[src/rtl/m_mem_unit.sv]
// ---------------------------------------------------------------------------
// m_mem_unit -- M-stage data-memory access unit.
//
// Issues one load/store per M instruction on a req/ack data bus and stalls
// the pipeline until the access completes. It produces byte enables and
// lane-replicated store data, and sign/zero-extends load data into DR_o.
// Misaligned addresses raise AdEL/AdES instead of touching the bus.
//
// Optional feature: define MEM_TIMEOUT_EN to enable a bus timeout. After
// TIMEOUT_CYCLES BUSY cycles with no ack, the access is abandoned and a DBE
// exception (code 7) is reported in DONE. When the macro is undefined, BUSY
// waits indefinitely for ack.
//
// Ports:
//   clk          in   1   clock, rising edge
//   reset        in   1   asynchronous active-low reset
//   mem_op_i     in   4   0 none,1 lw,2 lh,3 lhu,4 lb,5 lbu,6 sw,7 sh,8 sb
//   mem_addr_i   in   32  byte address
//   mem_wdata_i  in   32  store data
//   flush_i      in   1   suppresses issue of the current M instruction
//   bus_req_o    out  1   request (registered)
//   bus_we_o     out  1   1 = store
//   bus_be_o     out  4   byte enables
//   bus_addr_o   out  32  word address
//   bus_wdata_o  out  32  lane-replicated store data
//   bus_ack_i    in   1   access complete; rdata valid the same cycle
//   bus_rdata_i  in   32  read word
//   stall_o      out  1   pipeline freeze
//   DR_o         out  32  extended load result (registered)
//   exc_o        out  1   exception from this stage
//   exc_code_o   out  5   4 AdEL, 5 AdES, 7 DBE
// ---------------------------------------------------------------------------
module m_mem_unit #(
  parameter int unsigned TIMEOUT_CYCLES = 256
) (
  input  logic        clk,
  input  logic        reset,
  input  logic [3:0]  mem_op_i,
  input  logic [31:0] mem_addr_i,
  input  logic [31:0] mem_wdata_i,
  input  logic        flush_i,
  output logic        bus_req_o,
  output logic        bus_we_o,
  output logic [3:0]  bus_be_o,
  output logic [31:0] bus_addr_o,
  output logic [31:0] bus_wdata_o,
  input  logic        bus_ack_i,
  input  logic [31:0] bus_rdata_i,
  output logic        stall_o,
  output logic [31:0] DR_o,
  output logic        exc_o,
  output logic [4:0]  exc_code_o
);

  localparam logic [1:0] S_IDLE = 2'd0;
  localparam logic [1:0] S_BUSY = 2'd1;
  localparam logic [1:0] S_DONE = 2'd2;

  localparam logic [3:0] OP_LW  = 4'd1;
  localparam logic [3:0] OP_LH  = 4'd2;
  localparam logic [3:0] OP_LHU = 4'd3;
  localparam logic [3:0] OP_LB  = 4'd4;
  localparam logic [3:0] OP_LBU = 4'd5;
  localparam logic [3:0] OP_SW  = 4'd6;
  localparam logic [3:0] OP_SH  = 4'd7;
  localparam logic [3:0] OP_SB  = 4'd8;

  logic [1:0]  state;
  logic [3:0]  op_q;
  logic [1:0]  lane_q;

  logic        is_load;
  logic        is_store;
  logic        misaligned;
  logic        access;
  logic [3:0]  be_next;
  logic [31:0] wdata_next;
  logic [31:0] load_ext;
  logic [7:0]  byte_sel;
  logic [15:0] half_sel;

`ifdef MEM_TIMEOUT_EN
  localparam int unsigned CNT_W = $clog2(TIMEOUT_CYCLES + 1);
  logic [CNT_W-1:0] to_cnt;
  logic             timeout_q;
`endif

  // Decode of the op currently presented in M.
  always_comb begin
    is_load    = 1'b0;
    is_store   = 1'b0;
    misaligned = 1'b0;
    be_next    = 4'b1111;
    wdata_next = mem_wdata_i;
    case (mem_op_i)
      OP_LW:          begin is_load  = 1'b1; misaligned = |mem_addr_i[1:0]; end
      OP_LH, OP_LHU:  begin is_load  = 1'b1; misaligned = mem_addr_i[0];    end
      OP_LB, OP_LBU:  begin is_load  = 1'b1; end
      OP_SW:          begin is_store = 1'b1; misaligned = |mem_addr_i[1:0]; end
      OP_SH: begin
        is_store   = 1'b1;
        misaligned = mem_addr_i[0];
        be_next    = mem_addr_i[1] ? 4'b1100 : 4'b0011;
        wdata_next = {2{mem_wdata_i[15:0]}};
      end
      OP_SB: begin
        is_store   = 1'b1;
        be_next    = 4'b0001 << mem_addr_i[1:0];
        wdata_next = {4{mem_wdata_i[7:0]}};
      end
      default: ;
    endcase
    access = (is_load || is_store) && !misaligned && !flush_i;
  end

  // Lane extraction uses the op and address latched at issue.
  always_comb begin
    case (lane_q)
      2'd0:    byte_sel = bus_rdata_i[7:0];
      2'd1:    byte_sel = bus_rdata_i[15:8];
      2'd2:    byte_sel = bus_rdata_i[23:16];
      default: byte_sel = bus_rdata_i[31:24];
    endcase
    half_sel = lane_q[1] ? bus_rdata_i[31:16] : bus_rdata_i[15:0];
    case (op_q)
      OP_LH:   load_ext = {{16{half_sel[15]}}, half_sel};
      OP_LHU:  load_ext = {16'h0000, half_sel};
      OP_LB:   load_ext = {{24{byte_sel[7]}}, byte_sel};
      OP_LBU:  load_ext = {24'h000000, byte_sel};
      default: load_ext = bus_rdata_i;
    endcase
  end

  always_comb begin
    case (state)
      S_IDLE:  stall_o = access;
      S_BUSY:  stall_o = 1'b1;
      default: stall_o = 1'b0;
    endcase
  end

  always_comb begin
    exc_o      = 1'b0;
    exc_code_o = 5'd0;
    if (state == S_IDLE && (is_load || is_store) && misaligned && !flush_i) begin
      exc_o      = 1'b1;
      exc_code_o = is_load ? 5'd4 : 5'd5;
    end
`ifdef MEM_TIMEOUT_EN
    if (state == S_DONE && timeout_q) begin
      exc_o      = 1'b1;
      exc_code_o = 5'd7;
    end
`endif
  end

  always_ff @(posedge clk or negedge reset) begin
    if (!reset) begin
      state       <= S_IDLE;
      bus_req_o   <= 1'b0;
      bus_we_o    <= 1'b0;
      bus_be_o    <= '0;
      bus_addr_o  <= '0;
      bus_wdata_o <= '0;
      DR_o        <= '0;
      op_q        <= '0;
      lane_q      <= '0;
`ifdef MEM_TIMEOUT_EN
      to_cnt      <= '0;
      timeout_q   <= 1'b0;
`endif
    end else begin
      case (state)
        S_IDLE: begin
          if (access) begin
            bus_req_o   <= 1'b1;
            bus_we_o    <= is_store;
            bus_be_o    <= be_next;
            bus_addr_o  <= {mem_addr_i[31:2], 2'b00};
            bus_wdata_o <= wdata_next;
            op_q        <= mem_op_i;
            lane_q      <= mem_addr_i[1:0];
            state       <= S_BUSY;
`ifdef MEM_TIMEOUT_EN
            to_cnt      <= '0;
`endif
          end
        end
        S_BUSY: begin
          // flush_i is deliberately not looked at: an issued access always completes.
          if (bus_ack_i) begin
            bus_req_o <= 1'b0;
            if (!bus_we_o) DR_o <= load_ext;
            state     <= S_DONE;
          end
`ifdef MEM_TIMEOUT_EN
          else if (to_cnt == CNT_W'(TIMEOUT_CYCLES - 1)) begin
            bus_req_o <= 1'b0;
            DR_o      <= '0;
            timeout_q <= 1'b1;
            state     <= S_DONE;
          end else begin
            to_cnt <= to_cnt + 1'b1;
          end
`endif
        end
        default: begin
          // One non-stalled cycle lets the pipeline advance, so the op still in M is not re-issued.
          state <= S_IDLE;
`ifdef MEM_TIMEOUT_EN
          timeout_q <= 1'b0;
`endif
        end
      endcase
    end
  end

endmodule

[config.mk]
export PLATFORM = sky130hd
export DESIGN_NAME = m_mem_unit
export DESIGN_NICKNAME = d
export VERILOG_FILES = /design/src/rtl/m_mem_unit.sv
export SDC_FILE = /design/constraint.sdc
export NUM_CORES = 1
export LEC_CHECK = 0
export CAP_MARGIN = 10
export CORE_ASPECT_RATIO = 0.75
export CORE_MARGIN = 2
export CORE_UTILIZATION = 44
export CTS_BUF_LIST = sky130_fd_sc_hd__clkbuf_8
export DETAILED_ROUTE_END_ITERATION = 7
export GPL_TIMING_DRIVEN = 1
export PLACE_DENSITY = 0.91
export SLEW_MARGIN = 20
export SYNTH_ARGS = -nofsm -noshare
export SYNTH_HDL_FRONTEND = slang
export SYNTH_SLANG_ARGS = --single-unit
[constraint.sdc]
create_clock -name clk -period 3.4 [get_ports clk]
set_input_delay 1.02 -clock clk [delete_from_list [all_inputs] [get_ports clk]]
set_output_delay 1.02 -clock clk [all_outputs]
set_load 0.02 [all_outputs]
==> results <==
[Yosys cell counts, drive strengths merged]
cell type / number / area, um2
nor3: 6 / 46.3
dfrtp: 108 / 2700
nor2: 32 / 120
a2111oi: 6 / 52.6
nand3: 2 / 10.0
mux2: 65 / 732
o21ai: 7 / 35.0
nor4: 5 / 31.3
and3: 2 / 12.5
or3b: 3 / 26.3
or4: 1 / 7.51
a221o: 32 / 320
o311ai: 1 / 8.76
o22ai: 1 / 6.26
and4b: 1 / 10.0
a21oi: 18 / 90.1
or3: 2 / 12.5
nand3b: 2 / 15.0
or2: 3 / 21.3
mux4: 8 / 180
a32oi: 8 / 70.1
a22oi: 7 / 52.6
nor4b: 1 / 8.76
nand2: 11 / 41.3
clkbuf: 13 / 48.8
and2: 9 / 56.3
conb: 1 / 3.75
a21o: 1 / 7.51
nand2b: 6 / 37.5
nor2b: 7 / 43.8
a22o: 1 / 8.76
a211oi: 2 / 27.5
o211ai: 1 / 7.51
mux2i: 1 / 10.0
inv: 3 / 11.3
nor4bb: 2 / 20.0
a221oi: 1 / 8.76
buf: 23 / 161
nor3b: 1 / 12.5
[state kept, by name (all words and copies together) (netlist names)]
signal / count
DR_o: 32
bus_wdata_o: 32
bus_addr_o: 30
bus_be_o: 4
op_q: 4
lane_q: 2
state: 2
bus_req_o: 1
bus_we_o: 1
[kinds of logic (layout without fill, tap and decap cells)]
group / Yosys count / in the layout / share of synthesized area
flip-flops: 108 / 108 / 0.532
AND/OR/NAND/NOR: 96 / 96 / 0.105
AO/OA/AOI/OAI: 86 / 86 / 0.137
multiplexers: 74 / 74 / 0.182
buffers and inverters: 39 / 255 / 0.0436
other: 1 / 6 / 0.000738
[tightest hold or removal path, cell delays in order, from the launching register on]
cell and delay, ps:
dfrtp_1 360, nand2_1 50, nand2_1 60
[metrics by stage]
| step | hold WS (ps) | instance area, um2 | setup slack (ps) |
|---|---|---|---|
| global route | 526 | 7660 | -1.10 |
| global placement | 462 | 7370 | -649 |
| floorplan | 522 | 5090 | 27.1 |
| detailed placement | 480 | 7370 | -692 |
| CTS | 506 | 7630 | -67.5 |
| finish | 496 | 7660 | 70.4 |
[power groups by stage]
stage          Clock [uW]  Sequential (uW)  Combinational, uW
6_report              843             2090               2630
5_1_grt               919             2140               2760
4_1_cts               872             2080               2630
3_5_place_dp            0             2110               2600
3_3_place_gp            0             2070               2550
2_1_floorplan           0             2600                772
[timing repair]
| action | 4_1_cts | 5_1_grt |
|---|---|---|
| endpoints found under the setup margin | 4 | 4 |
| setup buffers | 0 | 1 |
| hold buffers | 0 | 0 |
| pin swaps | 4 | 5 |
| resized for setup | 37 | 8 |
[final timing paths]
kind	cells after the start	slack [ps]	to	start
hold / removal	2	500	bus_req_o	bus_req_o
hold reg to reg	2	500	bus_req_o	bus_req_o
max in group asynchronous	2	1950	bus_addr_o[20]	reset
setup reg to reg	5	1060	DR_o[7]	lane_q[1]
setup / recovery	7	70	stall_o	mem_op_i[2]
min in group asynchronous	1	730	op_q[0]	reset
[routing by layer]
layer / wire length, um / vias up / share of wire / GRT usage
li1: - / 1952 / - / -
met1: 5900 / 2156 / 0.39 / 0.306
met2: 7690 / 236 / 0.51 / 0.409
met3: 1170 / 27 / 0.078 / 0.0608
met4: 217 / 0 / 0.014 / 0.0668
met5: 0 / - / 0 / 0
[layout make-up]
type | instances | area share
repair buffers | 236 | 0.302
clock buffers | 11 | 0.0198
inverters | 3 | 0.00147
flip-flops and latches | 108 | 0.353
multi-input cells | 261 | 0.292
clock inverters | 5 | 0.00882
well taps | 140 | 0.0229
diodes | 1 | 0.000327
==> impl_results.md <==
* Fin. max-slew vios at 0
* Hpwl dp at 11000 um
* TritonRoute pass-1 iters at 5
* Gr usage total at 0.241
* Combinational power share at 0.473
* Via count at 4371
* CTS buffer count at 9
* Number of global-route vias before repair at 4487
* Sw power at 2020 uW
* Wire length per cell at 19.6 um
* CP max FO at 4
* Final core occ at 0.690
* Port Buffers at 207
* Clk buf depth at 2
* Clock Power Share at 0.152
* Least-Margin Pin Slew at 899 ps
* Worst slew margin at 0.401
* Non-filler cells, final at 765
* CP arrival at 2310 ps
* Max-cap viol count at 0
* Final setup TNS at 0 ps
* Max VDD drop at 0.000455 V
* Total clock sinks at 108
* DR vias/cell at 5.71
* Ports at 213
* Die width at 128 um
* Chip height at 97.0 um
* Largest net degree at the start of global routing at 76
* Multi-input combinational cell area at 2240 um2
* Switching share of power at 0.363
* CP Data Required Time at 2380 ps
* Antenna violations before repair at 1
* Nets at 723
* Share of layout cells above drive strength 1 at 0.231
* Total wire length at 15000 um
* DR DRC count at 0
* First-pass GRT wire length at 23800 um
* Placed Cells at 747
* Post-route ant nets at 0
* Core box area at 11100 um2
* Synth Cell Area at 5080 um2
* Pwr/cell area at 725 nW/um2
* Final worst-path cycle share at 0.979
* Netlist cell types at 48
* Worst skew pair latency at 370 ps
* Final setup vio count at 0
* Clock root buffer master: clkbuf_8
* Grt ovf at 0
* FMAX at 300 MHz
* Crit start category: primary input
* Synth warnings at 0
* Total power at 5560 uW
* Hold Crit Class: flop to flop
* Critical Path Max Stage Delay at 390 ps
* Synth Area per Inst at 12.6 um2
* Worst setup path class: primary input to output pin
* Area occupied by registers at 2700 um2
* Clock slew seen by the registers of the worst setup and hold paths at 110 ps
* Worst setup EP type: output pin
* Area delta synth->final at 50.9%
* Row Count at 33
* Clk_skew at 12.4 ps
* Minimum clock period at 3330 ps
* Internal power at 3540 uW
* #FFs+latches synth at 108
* Crit-path leading delay family: buffers and inverters
* H-tree depth at 3
* Gate Count Post-Synth at 404
* Static leakage at 0.00319 uW
* Filler instances at 785
* Full die area at 12400 um2
* Final Hold Fails at 0
* Detailed Route Iter0 Violations at 300
* Cell Chain, Critical Path: dlygate4sd2_1 > or3b_4 > a211oi_2 > buf_4 > a21oi_4 > nand2_1 > buf_6
* Status: complete, no violations
* RD Place Congestion at 0.860
* Crit path buf inv count at 3
* CTS tree: done
* Seq/Total Area, Yosys at 0.532
* Commonest non-fill, non-tap cells in the layout: 196 x clkdlybuf4s50_1, 108 x dfrtp_1, 65 x mux2_2
* Slowest CP cell: or3b_4
* Initial core utilization at 0.457
* Sequential Power Share at 0.376
* Most common cell after layout, fill and taps aside: clkdlybuf4s50_1
Note: power is estimated with default switching activity, not from simulation.
